===== src/rtl/fft_pkg.sv =====
// Shared definitions for the 8-point streaming FFT: sizes, FSM states,
// the Q15 twiddle table and the bit-reverse helper used by the loader.
package fft_pkg;

  localparam int DW    = 16;
  localparam int N     = 8;
  localparam int LOG2N = 3;

  typedef enum logic [1:0] {
    ST_LOAD = 2'd0,
    ST_CALC = 2'd1,
    ST_OUT  = 2'd2
  } state_e;

  // W8^e for e = 0..3, Q15
  localparam logic [DW-1:0] TW_RE [4] = '{16'h7FFF, 16'h5A82, 16'h0000, 16'hA57E};
  localparam logic [DW-1:0] TW_IM [4] = '{16'h0000, 16'hA57E, 16'h8001, 16'hA57E};

  function automatic logic [LOG2N-1:0] bitrev3(input logic [LOG2N-1:0] n);
    return {n[0], n[1], n[2]};
  endfunction

endpackage


===== src/rtl/fft_butterfly.sv =====
// Combinational radix-2 DIT butterfly with 1/2 scaling: a' = (a+t)/2, b' = (a-t)/2,
// where t = b * W8^tw and W8^0 bypasses the multiplier.
module fft_butterfly
  import fft_pkg::*;
(
  input  logic [DW-1:0] i_a_re,
  input  logic [DW-1:0] i_a_im,
  input  logic [DW-1:0] i_b_re,
  input  logic [DW-1:0] i_b_im,
  input  logic [1:0]    i_tw,
  output logic [DW-1:0] o_a_re,
  output logic [DW-1:0] o_a_im,
  output logic [DW-1:0] o_b_re,
  output logic [DW-1:0] o_b_im
);

  logic signed [2*DW:0] w_bre_x, w_bim_x, w_wre_x, w_wim_x;
  logic signed [2*DW:0] w_prod_re, w_prod_im;
  logic signed [DW+1:0] w_t_re, w_t_im;
  logic signed [DW+2:0] w_sum_re, w_sum_im, w_dif_re, w_dif_im;

  // Complex twiddle multiply, then the scaled sum and difference
  always_comb begin
    w_bre_x   = {{(DW+1){i_b_re[DW-1]}}, i_b_re};
    w_bim_x   = {{(DW+1){i_b_im[DW-1]}}, i_b_im};
    w_wre_x   = {{(DW+1){TW_RE[i_tw][DW-1]}}, TW_RE[i_tw]};
    w_wim_x   = {{(DW+1){TW_IM[i_tw][DW-1]}}, TW_IM[i_tw]};
    w_prod_re = w_bre_x * w_wre_x - w_bim_x * w_wim_x;
    w_prod_im = w_bre_x * w_wim_x + w_bim_x * w_wre_x;
    if (i_tw == 2'd0) begin
      w_t_re = {{2{i_b_re[DW-1]}}, i_b_re};
      w_t_im = {{2{i_b_im[DW-1]}}, i_b_im};
    end else begin
      w_t_re = (DW+2)'(w_prod_re >>> 15);
      w_t_im = (DW+2)'(w_prod_im >>> 15);
    end
    w_sum_re = {{3{i_a_re[DW-1]}}, i_a_re} + {w_t_re[DW+1], w_t_re};
    w_sum_im = {{3{i_a_im[DW-1]}}, i_a_im} + {w_t_im[DW+1], w_t_im};
    w_dif_re = {{3{i_a_re[DW-1]}}, i_a_re} - {w_t_re[DW+1], w_t_re};
    w_dif_im = {{3{i_a_im[DW-1]}}, i_a_im} - {w_t_im[DW+1], w_t_im};
    o_a_re   = DW'(w_sum_re >>> 1);
    o_a_im   = DW'(w_sum_im >>> 1);
    o_b_re   = DW'(w_dif_re >>> 1);
    o_b_im   = DW'(w_dif_im >>> 1);
  end

endmodule


===== src/rtl/fft_top_stream.sv =====
// Streaming 8-point real-input FFT: load 8 samples in bit-reversed order,
// run 12 in-place butterflies (one per cycle), then emit bins 0..7 serially.
module fft_top_stream
  import fft_pkg::*;
(
  input  logic          clk,
  input  logic          rstn,
  input  logic          req_i,
  input  logic [DW-1:0] data_i,
  output logic          ready_o,
  output logic          dout_valid_o,
  output logic [2:0]    dout_idx_o,
  output logic [DW-1:0] dout_re_o,
  output logic [DW-1:0] dout_im_o
);

  logic [DW-1:0]    r_buf_re [N];
  logic [DW-1:0]    r_buf_im [N];
  state_e           r_state, w_state_nxt;
  logic [LOG2N-1:0] r_cnt;
  logic [1:0]       r_stage, r_bfly;
  logic             r_valid;
  logic [2:0]       r_idx;
  logic [DW-1:0]    r_re, r_im;
  logic             w_accept;
  logic [2:0]       w_ia, w_ib;
  logic [1:0]       w_tw;
  logic [DW-1:0]    w_na_re, w_na_im, w_nb_re, w_nb_im;

  assign w_accept     = req_i && (r_state == ST_LOAD);
  assign ready_o      = (r_state == ST_LOAD);
  assign dout_valid_o = r_valid;
  assign dout_idx_o   = r_idx;
  assign dout_re_o    = r_re;
  assign dout_im_o    = r_im;

  // Next-state logic
  always_comb begin
    w_state_nxt = r_state;
    case (r_state)
      ST_LOAD: if (w_accept && r_cnt == 3'd7) w_state_nxt = ST_CALC;
               else                           w_state_nxt = ST_LOAD;
      ST_CALC: if (r_stage == 2'd2 && r_bfly == 2'd3) w_state_nxt = ST_OUT;
               else                                   w_state_nxt = ST_CALC;
      ST_OUT:  if (r_cnt == 3'd7) w_state_nxt = ST_LOAD;
               else               w_state_nxt = ST_OUT;
      default: w_state_nxt = ST_LOAD;
    endcase
  end

  // Butterfly addresses: a at i, b at i + 2^stage, twiddle j*(4>>stage)
  always_comb begin
    w_ia = 3'd0;
    w_ib = 3'd0;
    w_tw = 2'd0;
    case (r_stage)
      2'd0:    begin w_ia = {r_bfly, 1'b0};               w_ib = {r_bfly, 1'b1};               w_tw = 2'd0;              end
      2'd1:    begin w_ia = {r_bfly[1], 1'b0, r_bfly[0]}; w_ib = {r_bfly[1], 1'b1, r_bfly[0]}; w_tw = {r_bfly[0], 1'b0}; end
      2'd2:    begin w_ia = {1'b0, r_bfly};               w_ib = {1'b1, r_bfly};               w_tw = r_bfly;            end
      default: begin w_ia = 3'd0;                         w_ib = 3'd0;                         w_tw = 2'd0;              end
    endcase
  end

  fft_butterfly u_bfly (
    .i_a_re (r_buf_re[w_ia]),
    .i_a_im (r_buf_im[w_ia]),
    .i_b_re (r_buf_re[w_ib]),
    .i_b_im (r_buf_im[w_ib]),
    .i_tw   (w_tw),
    .o_a_re (w_na_re),
    .o_a_im (w_na_im),
    .o_b_re (w_nb_re),
    .o_b_im (w_nb_im)
  );

  // State and counters
  always_ff @(posedge clk) begin
    if (!rstn) begin
      r_state <= ST_LOAD;
      r_cnt   <= 3'd0;
      r_stage <= 2'd0;
      r_bfly  <= 2'd0;
    end else begin
      r_state <= w_state_nxt;
      case (r_state)
        ST_LOAD: if (w_accept) r_cnt <= r_cnt + 3'd1;
        ST_CALC: begin
          r_bfly <= r_bfly + 2'd1;
          if (r_bfly == 2'd3) r_stage <= (r_stage == 2'd2) ? 2'd0 : r_stage + 2'd1;
        end
        ST_OUT:  r_cnt <= r_cnt + 3'd1;
        default: r_cnt <= 3'd0;
      endcase
    end
  end

  // Sample buffer: bit-reversed load, in-place butterfly write-back (contents not reset)
  always_ff @(posedge clk) begin
    if (w_accept) begin
      r_buf_re[bitrev3(r_cnt)] <= data_i;
      r_buf_im[bitrev3(r_cnt)] <= 16'h0000;
    end else if (r_state == ST_CALC) begin
      r_buf_re[w_ia] <= w_na_re;
      r_buf_im[w_ia] <= w_na_im;
      r_buf_re[w_ib] <= w_nb_re;
      r_buf_im[w_ib] <= w_nb_im;
    end
  end

  // Registered output port
  always_ff @(posedge clk) begin
    if (!rstn) begin
      r_valid <= 1'b0;
      r_idx   <= 3'd0;
      r_re    <= 16'h0000;
      r_im    <= 16'h0000;
    end else if (r_state == ST_OUT) begin
      r_valid <= 1'b1;
      r_idx   <= r_cnt;
      r_re    <= r_buf_re[r_cnt];
      r_im    <= r_buf_im[r_cnt];
    end else begin
      r_valid <= 1'b0;
      r_idx   <= 3'd0;
      r_re    <= 16'h0000;
      r_im    <= 16'h0000;
    end
  end

endmodule


===== config.mk =====
export PLATFORM = sky130hd
export DESIGN_NAME = fft_top_stream
export DESIGN_NICKNAME = d
export VERILOG_FILES = /design/src/rtl/fft_pkg.sv /design/src/rtl/fft_butterfly.sv /design/src/rtl/fft_top_stream.sv
export SDC_FILE = /design/constraint.sdc
export NUM_CORES = 2
export LEC_CHECK = 0
export CAP_MARGIN = 5
export CORE_ASPECT_RATIO = 1.25
export CORE_MARGIN = 3
export CORE_UTILIZATION = 50
export DETAILED_ROUTE_END_ITERATION = 6
export PLACE_DENSITY = 0.75
export REMOVE_ABC_BUFFERS = 1
export SYNTH_ARGS = -nofsm -noshare
export SYNTH_HDL_FRONTEND = slang
export SYNTH_HIERARCHICAL = 1
export SYNTH_SLANG_ARGS = --single-unit

===== constraint.sdc =====
create_clock -name clk -period 31.9 [get_ports clk]
set_clock_uncertainty 0.1 [all_clocks]
set_input_delay 6.38 -clock clk [delete_from_list [all_inputs] [get_ports clk]]
set_output_delay 6.38 -clock clk [all_outputs]
set_load 0.005 [all_outputs]

# Word level (Yosys, flattened, before mapping)
# Memory sizes are Yosys's and may differ from the RTL's. A register that Yosys moved wholly into a read port is not among the register bits.
# Cells that the tools add are included.
totals:
  ff_bits: 13
  ramBits: 256
  out_inout_bits: 37
  n_memories: 2
classes:
  add_sub_neg: 9
  mul: 4
  n_lt_le_gt_ge: 1
  n_eq_ne: 7
  muxes: 30
  bitwise: 2
  reduce_logical: 13
memory_table:
  columns: ["name", "depth", "width", "rd", "rd_ports_with_merged_regs", "wr", "line_no", "text"]
  rows:
  - ["r_buf_im", 8, 16, 3, 1, 2, "fft_top_stream.sv:18", "logic [DW-1:0] r_buf_im [N];"]
  - ["r_buf_re", 8, 16, 3, 1, 2, "fft_top_stream.sv:17", "logic [DW-1:0] r_buf_re [N];"]
op_table:
  columns: ["op", "count"]
  rows:
  - ["multiplier 16 x 16 -> 32 bit", 4]
  - ["two-way mux 16 bit", 6]
  - ["binary-select mux 16 bit (select 2 bit)", 2]
  - ["adder 16 x 17 -> 17 bit", 2]
  - ["two-way mux 17 bit", 2]
  - ["subtractor 16 x 17 -> 17 bit", 2]
  - ["adder 32 bit", 1]
  - ["OR reduction 16 bit", 2]
  - ["subtractor 32 bit", 1]
  - ["one-hot mux 3 bit (3 select lines)", 3]
  - ["two-way mux 1 bit", 9]
  - ["two-way mux 3 bit", 3]
  - ["equality test 2 bit, second input constant", 3]
  - ["zero test 2 bit", 3]
  - ["two-way mux 2 bit", 3]
  - ["one-hot mux 2 bit (3 select lines)", 1]
  - ["AND reduction 2 bit", 3]
  - ["adder 2 x 1 -> 2 bit, second input constant", 2]
  - ["equality test 2 x 1 -> 1 bit, second input constant", 2]
  - ["one-hot mux 2 bit (2 select lines)", 1]
  - ["adder 3 x 1 -> 3 bit, second input constant", 1]
  - ["equality test 3 bit, second input constant", 1]
  - ["greater-or-equal comparator 3 bit, second input constant", 1]
  - ["logical AND 1 bit", 3]
  - ["other kinds (4)", 5]

# Depth between registers and ports, before layout
depth:
  depth_word: 11
  ltp_mapped: 54
  ltp_nobuf: 47

# Modules after synthesis
# The synthesis kept the hierarchy.
modules_own_cells:
  columns: ["mod", "instances", "cells_each", "area_each_um2", "seq_area_each_um2"]
  rows:
  - ["fft_butterfly", 1, 3697, 34705.8, 0.0]
  - ["fft_top_stream", 1, 1512, 18581.6, 8588.2]

# Least setup slack after synthesis
# Ideal clock, no wire load.
synth_timing:
  path_kind: "flip-flop to flip-flop"
  from: "reg r_stage[0]"
  to: "mem r_buf_re[0][15] (data pin)"
  arrival_time_ns: 12.040
  required_ns: 31.540
  slack_ns: 19.500
  stages_incl_launch_ff: 48
  n_path_buf: 4
  synth_period_minus_slack_ns: 12.400
  cell_sequence: "dfxtp_1 -> inv_1 -> ha_1 -> buf_4 -> o21ai_2 -> a21oi_4 -> buf_2 -> mux4_2 -> mux2_2 -> inv_1 -> nor2_1 -> inv_1 -> clkbuf_1 -> fa_1 -> fa_1 -> inv_1 -> fa_1 -> inv_1 -> [12 not listed] -> a21o_1 -> nor2_1 -> o21bai_1 -> xnor2_1 -> nor2_1 -> or2_2 -> ha_1 -> clkbuf_1 -> o21ai_0 -> a21oi_1 -> a41o_1 -> nor4_1 -> o41ai_1 -> a31oi_1 -> xor2_1 -> nand2_1 -> nand2_1 -> mux2_2"
synth_lines:
  columns: ["item", "line_no", "text"]
  rows:
  - ["from (decl)", "fft_top_stream.sv:21", "logic [1:0] r_stage, r_bfly;"]
  - ["from (signal assigned)", "fft_top_stream.sv:89", "if (r_bfly == 2'd3) r_stage <= (r_stage == 2'd2) ? 2'd0 : r_stage + 2'd1;"]
  - ["to (decl)", "fft_top_stream.sv:17", null]

==> results by group <==
CTS
  – CTS buffer count: 26
  – Resize count post-CTS: 0
  – CTS Buffer Depth: 3
  – H-tree levels: 1
  – Root buf cell: clkbuf_16
  – Skew-Pair Late Insertion Delay: 0.58 ns
  – Setup repair bufs after CTS: 0
  – Clk slew on worst S/H paths: 0.07 ns
  – CTS tree: built
  – TritonCTS Sinks: 301
  – Hold-fix buffers, CTS: 0

Finish
  – Post-Layout Cell Count: 6578
  – Share of cells above drive strength 1: 0.09516
  – Final net count: 6542
  – Syn-to-layout area delta: 5.476%
  – Final core utilization: 0.5327

Logic synthesis
  – Mean Syn Cell Area: 10.23 um^2
  – Post-synth ARST share: 0
  – Register area share after synthesis: 0.1612
  – Post-Syn Area: 53290 um^2
  – Gate count of the mapped netlist: 5209
  – Distinct cells, synth: 86
  – Synth warn: 6
  – EDFF count, synth: 256
  – Most common flop cell mapped by yosys: edfxtp_1
  – Synthesized flop and latch total: 301

Timing
  – WHS: 0.5064 ns
  – Setup TNS: 0 ns
  – Setup WS post-layout: 17.83 ns
  – Finish-stage setup viols: 0
  – Period minus WS final: 14.07 ns
  – Worst-Margin Slew: 1.155 ns
  – Relative slew slack: 0.2243
  – Crit share post-route: 0.4412
  – RSZ-0062 raised after global routing: no
  – Final hold violations: 0
  – Fin. max-slew vios: 0
  – Top achievable clock speed: 0.07106 GHz

Worst setup path
  – Critical Path Sink Type: flip-flop
  – Delay-heaviest family, CP: adder cells
  – CP required: 32.12 ns
  – WS Path Type: flip-flop to flip-flop
  – Startpoint types: flip-flop
  – Buf/Inv on CP: 9
  – Worst stage delay on the critical path: 0.66 ns
  – Crit path max fanout: 34
  – Slowest cell on crit path: o41ai_1
  – Reg2reg start: r_stage[0]$_SDFFE_PN0P_
  – Most frequent CP cell: fa_1
  – Crit path from: r_stage[0]$_SDFFE_PN0P_
  – Worst Path Arrival: 14.30 ns

Placement
  – Routability-driven placement congestion ratio: 0.9335
  – Place WS: 18.03 ns
  – IO Port Bufs: 55
  – Hpwl dp: 115000 um
  – Cell count after placement: 6529

Global route
  – Antenna violations before repair: 5
  – GRT overflow: 0
  – Number of global-route vias before repair: 41310
  – GRT Total Usage: 0.2721
  – Largest net degree at the start of global routing: 69
  – First-pass GRT wire length: 230700 um

Drt
  – Total Routed Length: 148300 um
  – Via Count: 37690
  – Wirelength per Cell: 22.54 um
  – Via density: 5.730
  – DR pass1 iterations: 5
  – Routed Antenna Nets: 0
  – DR DRC count: 0
  – DRT iter0 DRCs: 3005

Power
  – Clock Power Share: 0.248
  – Leakage power: 26.75 nW
  – Switch Pwr: 0.5152 mW
  – VDD IR max: 0.04917 mV
  – Power density over cell area: 24.68 nW/um^2
  – Part of the power in combinational logic: 0.436
  – Sw frac: 0.3714
  – P_int: 0.8722 mW
  – Sequential Power Share: 0.316

Die
  – Die height: 371.0 um
  – Row count: 133
  – Die width: 298.0 um
  – Core area: 105500 um^2
  – DIE AREA: 110600 um^2
  – Starting Density: 0.5051
  – I/O Pins: 56

Status
  – Status: finished, final reports clean

Flow run
  – Max Cap Viol: 0

Hold path
  – Hold_sp: r_bfly[1]$_SDFFE_PN0P_
  – Hold crit path type: flip-flop to flip-flop
==> cell type report <==
class | count | area (um^2)
Antenna cell | 1 | 2.502
Fill cell | 9213 | 49300
Timing Repair Buffer | 104 | 918.4
Tap cell | 1417 | 1773
Inverter | 1276 | 4790
Sequential cell | 301 | 8597
Clock buffer | 33 | 718.2
Clock inverter | 15 | 171.4
Multi-Input combinational cell | 3431 | 39240
==> placed cells by master, fill, tap and decap left out, types with 9 or more instances in the layout <==
cell type and instances:
ha_1 526, o22ai_1 10, nand2b_1 56, mux2_2 206, nand4_1 13, inv_1 1274, o21ai_0 101, edfxtp_1 256
xor2_1 52, fa_1 856, buf_4 49, nor3_1 27, a32oi_1 35, o31ai_1 9, a21oi_1 68, and3_1 45
mux2i_1 76, xnor2_1 112, a211oi_1 13, o21a_1 15, nand3_1 78, nor2b_1 69, nand2_1 430, clkbuf_16 27
mux2_1 22, dfxtp_1 42, clkdlybuf4s50_1 55, and2_1 56, or2_2 18, mux4_2 128, nor2_1 200, a21o_1 69
==> synthesized netlist by cell type (70+ instances only) <==
cell type,number,area [um^2]
nand2_1,430,1614
mux4_2,128,2883
inv_1,1274,4782
edfxtp_1,256,7687
mux2i_1,76,760.7
o21ai_0,104,520.5
mux2_2,206,2320
a21oi_1,70,350.3
nor2_1,204,765.7
clkbuf_1,121,454.2
nand3_1,79,395.4
xnor2_1,112,980.9
ha_1,527,6594
fa_1,856,17140
a21o_1,70,525.5
==> registers in the layout (all words and copies together), names as in the netlist <==
register / cells
r_buf_im: 128
r_buf_re: 128
dout_im_o: 16
dout_re_o: 16
dout_idx_o: 3
r_cnt: 3
r_bfly: 2
r_stage: 2
r_state: 2
dout_valid_o: 1
==> routing by layer <==
metal,part of all wire,global-route usage,vias to the layer above,wire length (um)
met2,0.50,0.4850,1693,74610
met1,0.35,0.3093,19060,51840
met5,0.000081,0,-,12
met4,0.079,0.1791,2,11740
li1,-,-,16370,-
met3,0.068,0.03021,576,10100
==> power by group through the flow <==
stage / logic [mW] / registers [mW] / clock network, mW
after floorplan: 0.451 / 0.447 / 0
after global placement: 0.580 / 0.446 / 0
after detailed placement: 0.596 / 0.446 / 0
after CTS: 0.602 / 0.437 / 0.350
after global routing: 0.678 / 0.438 / 0.360
final: 0.605 / 0.438 / 0.345
==> final timing paths <==
path                          endpoint  slack, ns  cells after the start
max          r_buf_re[0][15]$_DFFE_PP_      17.83                     47
min             r_bfly[1]$_SDFFE_PN0P_       0.51                      2
max reg2reg  r_buf_re[0][15]$_DFFE_PP_      17.83                     47
min reg2reg     r_bfly[1]$_SDFFE_PN0P_       0.51                      2
==> through the flow <==
stage | power, mW | cell area (um^2)
floorplan | 0.8984 | 52430
CTS | 1.389 | 56200
detailed placement | 1.043 | 55310
global route | 1.477 | 56200
finish | 1.387 | 56210
global placement | 1.026 | 55310
==> kinds of logic after synthesis <==
family | Yosys count | share of synthesized area
buffers and inverters | 1477 | 0.1061
adders and majority gates | 1383 | 0.4453
and+or+nand+nor | 1038 | 0.09127
muxes | 432 | 0.1166
AOI/OAI and AO/OA | 414 | 0.05267
DFF | 301 | 0.1612
xor gates and xnor gates | 164 | 0.02696
==> tightest hold or removal path: stages (launching register included) <==
cell	delay (ns)
dfxtp_1	0.40
nand2_1	0.09
a21boi_0	0.07
(Power assumes the default switching activity.)
